File: src/rtl/nrzi_pkg.sv
// nrzi_pkg: shared FSM state encodings and default sync pattern for the NRZI frame receiver.
package nrzi_pkg;
   typedef enum logic [1:0] {
      ST_HUNT   = 2'd0,
      ST_DATA   = 2'd1,
      ST_PARITY = 2'd2
   } state_t;
   localparam logic [7:0] DEFAULT_SYNC = 8'h7E;
endpackage

File: src/rtl/nrzi_frame_rx_decoder.sv
// nrzi_bit_decoder: recovers bits from a toggle-encoded line (inverse of a T flip-flop encoder).
// Ports: clk, rst (async, active-high), line_in (line level), bit_en (sample strobe),
//        dbit_o (decoded bit for the current line level, combinational).
module nrzi_bit_decoder (
   input  logic clk,
   input  logic rst,
   input  logic line_in,
   input  logic bit_en,
   output logic dbit_o
);
   logic prev_line_q;
   // A line change since the last strobe means a 1 was sent.
   assign dbit_o = line_in ^ prev_line_q;
   always_ff @(posedge clk or posedge rst) begin
      if (rst) prev_line_q <= 1'b0;
      else if (bit_en) prev_line_q <= line_in;
   end
endmodule

File: src/rtl/nrzi_frame_rx.sv
// nrzi_frame_rx: hunts for a sync word on an NRZI line, deserializes one LSB-first word and checks even parity.
// Ports: clk, rst (async, active-high), line_in, bit_en (bit strobe),
//        bit_out (last decoded bit), busy (in DATA/PARITY), data_out (last word),
//        data_valid (one-cycle frame-complete pulse), parity_err (qualify with data_valid).
module nrzi_frame_rx
   import nrzi_pkg::*;
#(
   parameter int          WIDTH     = 8,
   parameter logic [7:0]  SYNC_WORD = DEFAULT_SYNC
) (
   input  logic             clk,
   input  logic             rst,
   input  logic             line_in,
   input  logic             bit_en,
   output logic             bit_out,
   output logic             busy,
   output logic [WIDTH-1:0] data_out,
   output logic             data_valid,
   output logic             parity_err
);
   localparam int CW = $clog2(WIDTH);
   state_t           state_q;
   logic [7:0]       hunt_sr_q;
   logic [WIDTH-1:0] data_sr_q;
   logic [CW-1:0]    bit_cnt_q;
   logic             bit_out_q;
   logic [WIDTH-1:0] data_out_q;
   logic             data_valid_q;
   logic             parity_err_q;
   logic             dbit;
   logic [7:0]       hunt_d;
   nrzi_bit_decoder u_dec (
      .clk     (clk),
      .rst     (rst),
      .line_in (line_in),
      .bit_en  (bit_en),
      .dbit_o  (dbit)
   );
   assign hunt_d     = {hunt_sr_q[6:0], dbit};
   assign bit_out    = bit_out_q;
   assign busy       = state_q != ST_HUNT;
   assign data_out   = data_out_q;
   assign data_valid = data_valid_q;
   assign parity_err = parity_err_q;
   always_ff @(posedge clk or posedge rst) begin
      if (rst) begin
         state_q      <= ST_HUNT;
         hunt_sr_q    <= '0;
         data_sr_q    <= '0;
         bit_cnt_q    <= '0;
         bit_out_q    <= 1'b0;
         data_out_q   <= '0;
         data_valid_q <= 1'b0;
         parity_err_q <= 1'b0;
      end else begin
         data_valid_q <= 1'b0;
         if (bit_en) begin
            bit_out_q <= dbit;
            case (state_q)
               ST_HUNT: begin
                  hunt_sr_q <= hunt_d;
                  if (hunt_d == SYNC_WORD) begin
                     state_q   <= ST_DATA;
                     bit_cnt_q <= '0;
                  end
               end
               ST_DATA: begin
                  data_sr_q[bit_cnt_q] <= dbit;
                  // Counter parks at WIDTH-1 so it never wraps.
                  if (bit_cnt_q == CW'(WIDTH - 1)) state_q <= ST_PARITY;
                  else bit_cnt_q <= bit_cnt_q + 1'b1;
               end
               ST_PARITY: begin
                  data_out_q   <= data_sr_q;
                  parity_err_q <= (^data_sr_q) ^ dbit;
                  data_valid_q <= 1'b1;
                  // Clearing keeps the next sync from overlapping this frame's bits.
                  hunt_sr_q    <= '0;
                  state_q      <= ST_HUNT;
               end
               default: state_q <= ST_HUNT;
            endcase
         end
      end
   end
endmodule

File: config.mk
export PLATFORM = sky130hd
export DESIGN_NAME = nrzi_frame_rx
export DESIGN_NICKNAME = d
export VERILOG_FILES = /design/src/rtl/nrzi_pkg.sv /design/src/rtl/nrzi_frame_rx_decoder.sv /design/src/rtl/nrzi_frame_rx.sv
export SDC_FILE = /design/constraint.sdc
export NUM_CORES = 1
export LEC_CHECK = 0
export CAP_MARGIN = 0
export CELL_PAD_IN_SITES_DETAIL_PLACEMENT = 0
export CELL_PAD_IN_SITES_GLOBAL_PLACEMENT = 1
export CORE_MARGIN = 4
export CORE_UTILIZATION = 44
export CTS_CLUSTER_DIAMETER = 40
export DETAILED_ROUTE_END_ITERATION = 16
export GPL_TIMING_DRIVEN = 0
export HOLD_SLACK_MARGIN = 0.06
export PLACE_DENSITY_LB_ADDON = 0.3
export SKIP_CTS_REPAIR_TIMING = 1
export SYNTH_ARGS = -nofsm -noshare
export SYNTH_HDL_FRONTEND = slang
export SYNTH_SLANG_ARGS = --single-unit
File: constraint.sdc
create_clock -name clk -period 2 [get_ports clk]
set_input_delay 0.6 -clock clk [delete_from_list [all_inputs] [get_ports clk]]
set_output_delay 0.6 -clock clk [all_outputs]
set_load 0.01 [all_outputs]
==> results.md, run 1 <==
- The flow ran to the end, and the final reports show no timing, DRC or antenna violations.
- The global placer's final weighted congestion is 0.7891.
- The critical path starts at bit_en.
- The first global-routing pass estimated 4491 µm of wire.
- Measured against its own limit, the worst slew margin works out to 21.51%.
- The I/O pin total is 16.
- The H-tree was split into 2 levels.
- The aggregate global-route resource usage is 14.29%.
- For this run, the register share of the synthesized area comes to 54.89%.
- Synthesis produced a netlist with a net count of 129.
- Synthesis instantiated 25 different standard cells from the library.
- The number of clock sinks seen by CTS is 32.
- The overall power consumption is 2549 µW.
- The highest clock rate is 535.7 MHz.
- Entering global routing, the biggest net connects 33 pins.
- The count of buffers added on input and output ports is 15.
- For this design the ratio of total power to cell area is 1478 nW/µm².
- The number of clock buffers inserted by TritonCTS is 5.
- Once the floorplan was initialized, standard cells occupied 47.02% of the core.
- Each instance of the synthesized netlist takes up on average 11.86 µm².
- STA classifies the critical path endpoint as a register.
- The count of TritonRoute iterations in the first routing pass is 4.
- The number of buffers between clock root and the deepest sink is 2.
- The later pin in the worst-skew pair is clocked with a latency of 0.33 ns.
- The average vias per placed instance is 5.026.
- The floorplan die area is 4301 µm².
- The number of antenna violations at the first check in global routing came to 0.
- The kind of critical path is input port to register.
- The setup clock skew after layout is 0.002651 ns.
- The data required time at the worst endpoint is 2.22 ns.
- The number of antenna diodes in the final layout is 0.
- The routed length per placed instance is 13.47 µm.
- The final-report hold violation count is 0.
- In this run the static leakage power is 0.0007756 µW.
- The standard cell area after detailed placement is 1664 µm².
- The clock tree from TritonCTS is built.
- Across all register-to-register paths, the minimum setup slack is 0.29 ns.
- The number of nets with antenna violations after routing is 0.
- The floorplan step set the die width to 65.58 µm.
- The tool flagged a number of max-cap violations equal to 0.
- In this run the worst setup path terminates at data_sr_q[1].
- Setup violations remaining at the end of the flow were counted as 0.
- The launch point of the worst reg-to-reg path is bit_cnt_q[0].
- The type of origin of the critical path is an input port.
- The final layout contains routed wiring with a total length of 2560 µm.
- The root cell of the clock tree is clkbuf_4.
- The largest total area in the synthesized netlist belongs to dfrtp_1.
- Counting every instance in the synthesized netlist gives 123.
- The number of cells on the worst reg-to-reg path is 5.
- In this run the standard cell core region covers 3103 µm².
- Of all nets on the critical path, the largest fanout is 10.
- The number of max-slew violations in the final report is 0.
- The post-synthesis to final-layout area growth is 18.18%.
- In this run, the number of DRC markers left after iteration 0 of detailed routing was 16.
- The top cell type's share of synthesized area is 54.89%.
- The worst IR drop on VDD is 0.8813 mV.
- The number of nets at the end of the flow is 152.
- During synthesis, Yosys emitted a total of 0 warnings.
- The post-route DRC violation count is 0.
- The netlist area before placement is 1459 µm².
- After synthesis, the cell types taking the most area are dfrtp_1 55%, mux2_2 14%, nand2_1 4.9%.
- Synthesis inferred 32 register bits.
- The class of the most critical hold timing path is register to register.
- The destination of the worst register-to-register timing path is bit_cnt_q[0].
- The die outline height is 65.58 µm.
- After clock tree synthesis, the clock-pin slew on the worst setup and hold paths is 0.09 ns.
- Detailed routing inserted a total of 955 vias.
- After layout, the minimum clock period comes to 1.867 ns.
- For the worst setup path, the data arrival time is 2.09 ns.
- Setup repair after global routing left no endpoint under its margin.
- The row count is 20.
- At the pin with the least slew margin, the transition time is 1.176 ns.
- Of the available clock period, the critical path in the final layout requires 93.34%.
- The finished cells cover 1724 µm².
- The worst hold slack is 0.4838 ns.
- The worst hold path was traced through 2 stages.
- The total global routing overflow is 0.
- The HPWL after detailed placement is 1827 µm.
- The via count of the first global-routing pass is 974.
- The ratio of cells with drive above 1 in the final layout is 23.29%.
## flip-flops by register name, indices dropped and copies added (netlist names)
register           count
data_out               8
data_sr_q              8
hunt_sr_q              7
bit_cnt_q              3
state_q                2
bit_out                1
data_valid             1
parity_err             1
u_dec.prev_line_q      1
## how the worst min path moves through the flow
stage                 start            to
5_1_grt         data_out[6]   data_out[6]
6_report       hunt_sr_q[6]  hunt_sr_q[6]
3_5_place_dp   hunt_sr_q[6]  hunt_sr_q[6]
4_1_cts        hunt_sr_q[6]  hunt_sr_q[6]
3_3_place_gp   hunt_sr_q[6]  hunt_sr_q[6]
2_1_floorplan  hunt_sr_q[6]  hunt_sr_q[6]
## worst max-delay path, stage by stage
cell and delay, ns:
clkdlybuf4s50_1 0.48, buf_2 0.20, nand4_1 0.20, nor3_1 0.24, mux2_2 0.36
## cells in the final DEF, fill, tap and decap left out
| master | n |
|---|---|
| inv_2 | 1 |
| o32ai_1 | 1 |
| mux2_4 | 1 |
| mux2i_1 | 2 |
| nand4bb_1 | 1 |
| clkdlybuf4s50_1 | 14 |
| ha_1 | 2 |
| inv_1 | 5 |
| dlymetal6s2s_1 | 1 |
| nand4_1 | 2 |
| nor2_1 | 1 |
| dfrtp_1 | 31 |
| o21ai_1 | 1 |
| clkinv_2 | 1 |
| xnor2_1 | 6 |
| buf_2 | 2 |
| nor3_1 | 6 |
| and3_2 | 1 |
| mux2_2 | 18 |
| a2bb2oi_1 | 1 |
| xor2_2 | 1 |
| dfrtp_2 | 1 |
| nor4b_4 | 1 |
| o21ai_0 | 8 |
| o22ai_1 | 1 |
| xnor3_1 | 1 |
| clkbuf_4 | 6 |
| nand2_1 | 19 |
| nand3_1 | 6 |
| buf_4 | 1 |
| clkbuf_1 | 3 |
## through the flow
stage                     util [%]  std cells  setup TNS, ns  setup slack [ns]
after detailed placement     53.63        182         -3.800           -0.2517
after global placement       53.63        182         -1.913           -0.2073
after floorplan                  -        123              0            0.3435
final                        55.56        190              0            0.1332
after global routing         55.56        190              0           0.01527
after CTS                    55.12        189        -0.2920           -0.2920
## cell type report
class / count / area [µm²]
fillers: 301 / 1379
clock inverters: 1 / 5.005
well taps: 44 / 55.05
clock buffers: 6 / 41.29
repair buffers: 16 / 160.2
plain buffers: 5 / 25.02
inverters: 6 / 22.52
multi-input cells: 80 / 613.1
flip-flops and latches: 32 / 802.0
## Yosys cell counts
library cell and n:
o21ai_1 1, mux2i_1 2, clkbuf_1 2, nand2_1 19, o21ai_0 8, inv_2 1
o22ai_1 1, ha_1 2, o32ai_1 1, nand4_1 2, xnor2_1 6, xor2_2 1
dfrtp_1 32, nor2_1 1, buf_2 3, xnor3_1 1, nor4b_4 1, inv_1 5
and3_2 1, mux2_2 18, mux2_4 1, nand3_1 6, nand4bb_1 1, nor3_1 6
a2bb2oi_1 1
## where the power goes
| part | internal, µW | switching, µW | total [µW] |
|---|---|---|---|
| clock | 129 | 207 | 336 |
| sequential | 900 | 217 | 1120 |
| combinational | 625 | 470 | 1100 |
## kinds of logic (layout without fill, tap and decap cells)
group | after synthesis | in the layout | synth area share (%)
AND/OR/NAND/NOR | 37 | 37 | 13.04
flip-flops | 32 | 32 | 54.89
multiplexers | 21 | 21 | 16.29
AO/OA/AOI/OAI | 12 | 12 | 4.717
buffers and inverters | 11 | 34 | 3.087
XOR/XNOR | 8 | 8 | 6.261
adder cells (fa/ha/maj) | 2 | 2 | 1.715
## per-layer routing
metal | global-route usage (%) | vias to the layer above | part of all wire (%)
met5 | 0 | - | 0
met4 | 5.440 | 0 | 1.3
met3 | 6.838 | 4 | 4.6
met2 | 23.01 | 16 | 50
met1 | 16.39 | 465 | 44
li1 | - | 470 | -
Note: power is estimated with default switching activity, not from simulation.
==> run 2, diff against run 1 <==
--- a/config.mk
+++ b/config.mk
@@ -14,7 +14,7 @@
 export DETAILED_ROUTE_END_ITERATION = 16
 export GPL_TIMING_DRIVEN = 0
 export HOLD_SLACK_MARGIN = 0.06
-export PLACE_DENSITY_LB_ADDON = 0.3
+export PLACE_DENSITY_LB_ADDON = 0.1
 export SKIP_CTS_REPAIR_TIMING = 1
 export SYNTH_ARGS = -nofsm -noshare
 export SYNTH_HDL_FRONTEND = slang
==> run 2 against run 1 <==
Against the previous run: core utilization increased by 0.89 points; critical path type unchanged; worst hold slack lost 0.0021 ns; sequential cell count is the same; clock power decreased by 2%; sequential share of layout area down 0.73 points; sequential power is essentially flat; setup slack got worse by 0.027 ns; combinational power hardly changed.
==> results.md, run 2 (synthesis results as in run 1) <==
- The flow ran to the end, and the final reports show no timing, DRC or antenna violations.
- The row count is 20.
- The clock passes through at most 2 buffers.
- The initial DRC count is 65.
- The post-route cell area is 1752 µm².
- CTS placed an instance of clkbuf_4 at the clock tree root.
- The global placer's final weighted congestion is 0.7505.
- Once placement finished, the instance area stood at 1664 µm².
- The maximum net fanout on the critical path is 4.
- The slew at the pin closest to its max-slew limit is 0.3964 ns.
- The via count of the first global-routing pass is 938.
- The leakage power of the design is 0.0007865 µW.
- Summed over all nets, the switching power comes to 880.8 µW.
- The clock arrives with 0.003335 ns of skew.
- In this run the standard cell core region covers 3103 µm².
- For this run, the share of the core covered by cells in the final layout is 56.45%.
- The die width is 65.58 µm.
- The first global-routing pass estimated 4374 µm of wire.
- In this run the most critical hold path is launched from hunt_sr_q[6].
- The ratio of cells with drive above 1 in the final layout is 24.32%.
- The number of nets with antenna violations after routing is 0.
- The total setup violations reported at the end of the flow is 0.
- The post-route fraction of the period consumed by the critical path is 94.71%.
- Across the VDD grid, the largest voltage drop is 0.7342 mV.
- The worst setup path is captured at a register.
- Compared with the post-synthesis result, the final layout area differs by 20.07%.
- The launch point of the worst reg-to-reg path is bit_cnt_q[0].
- The routed length per placed instance is 13.24 µm.
- The worst path in the final design needs a cycle of 1.894 ns, including I/O delays and setup.
- After clock tree synthesis, the clock-pin slew on the worst setup and hold paths is 0.09 ns.
- The floorplan die area is 4301 µm².
- The aggregate global-route resource usage is 13.47%.
- The initial cell density of the core is 47.02%.
- The repair_antennas step left the layout with diodes totalling 0.
- TritonCTS built the clock tree.
- The normalized max-slew margin is 73.57%.
- The critical path in this run is classified as input port to register.
- The placed cell count is 182.
- Of the total power, the clock network draws 12.9%.
- The type of origin of the critical path is an input port.
- STA puts the critical path data arrival time at 2.10 ns.
- The number of H-tree levels is 2.
- Internal power comes to 1663 µW.
- The filler-free cell count of the finished design is 192.
- The final layout contains 154 nets.
- The final-report hold violation count is 0.
- Combinational logic is responsible for 43.4% of the overall power.
- The post-detailed-placement half-perimeter wirelength is 1785 µm.
- The relative contribution of sequential cells to total power is 43.7%.
- The switching part of the total power is 34.62%.
- The count of TritonRoute iterations in the first routing pass is 4.
- The class of the most critical hold timing path is register to register.
- The I/O pin total is 16.
- The critical path starts at line_in.
- The worst-skew pair later-pin latency is 0.32 ns.
- The count of buffers from port buffering is 15.
- The number of max-slew violations in the final report is 0.
- The pin count of the biggest net entering global routing is 33.
- The highest clock rate is 527.9 MHz.
- The library cell used most frequently in the layout, excluding fill and tap cells, is dfrtp_1.
- The number of clock sinks seen by CTS is 32.
- The total global routing overflow is 0.
- The max-capacitance violation count is 0.
- The total power divided by cell area is 1452 nW/µm².
- The total wire length is 2542 µm.
- Setup repair after global routing left no endpoint under its margin.
- Counting the fill cells in the layout gives 301.
- Summing over every cut layer, the via total after detailed routing is 953.
- The average vias per placed instance is 4.964.
- The number of clock buffers inserted by TritonCTS is 5.
- The data required time at the worst endpoint is 2.21 ns.
- In the routed design, unresolved DRC markers number 0.
- In the layout the commonest cells are 31 x dfrtp_1, 19 x nand2_1, 18 x mux2_2.
- The number of antenna violations at the first check in global routing was 0.
- From bottom edge to top edge, the die measures 65.58 µm.
run 2: cell type report:
type                       instances  area, µm²  share of cell area (%)
timing repair buffer              18      187.7                   10.71
buffer                             5      25.02                   1.429
tap                               44      55.05                   3.143
sequential                        32      802.0                   45.79
inverter                           6      22.52                   1.286
clock buffer                       6      41.29                   2.357
clock inverter                     1      5.005                  0.2857
multi-input combinational         80      613.1                   35.00
run 2: routing by layer:
metal,up-vias,GRT usage (%),part of all wire [%]
met1,465,17.54,48
met2,13,20.73,47
met3,2,4.786,3.9
li1,473,-,-
met5,-,0,0
met4,0,4.663,0.59
run 2: worst paths after layout:
kind,cells past startpoint,slack [ns],to
setup / recovery,5,0.11,bit_cnt_q[0]
hold / removal,2,0.48,hunt_sr_q[6]
setup reg to reg,5,0.30,bit_cnt_q[0]
hold reg to reg,2,0.48,hunt_sr_q[6]
max in group asynchronous,3,1.10,state_q[1]
min in group asynchronous,2,0.49,data_out[1]
run 2: power by group through the flow:
stage          sequential [µW]  combinational [µW]  clock, µW
2_1_floorplan             1120                 772          0
3_5_place_dp              1130                1090          0
6_report                  1110                1100        328
3_3_place_gp              1120                1090          0
5_1_grt                   1150                1220        387
4_1_cts                   1120                1100        352
run 2: critical path, cell delays in order:
cell and delay (ns):
clkdlybuf4s50_1 0.45, xor2_2 0.19, o32ai_1 0.28, and3_2 0.27, mux2_4 0.31
run 2: through the flow:
stage / TNS, ns / power, µW / hold slack [ns] / setup slack [ns]
floorplan: 0 / 1888 / 0.4428 / 0.3435
global placement: -3.129 / 2207 / 0.4619 / -0.2371
detailed placement: -4.460 / 2223 / 0.4724 / -0.2200
CTS: -0.2828 / 2570 / 0.4939 / -0.2828
global route: 0 / 2752 / 0.4882 / 0.05904
finish: 0 / 2544 / 0.4817 / 0.1058
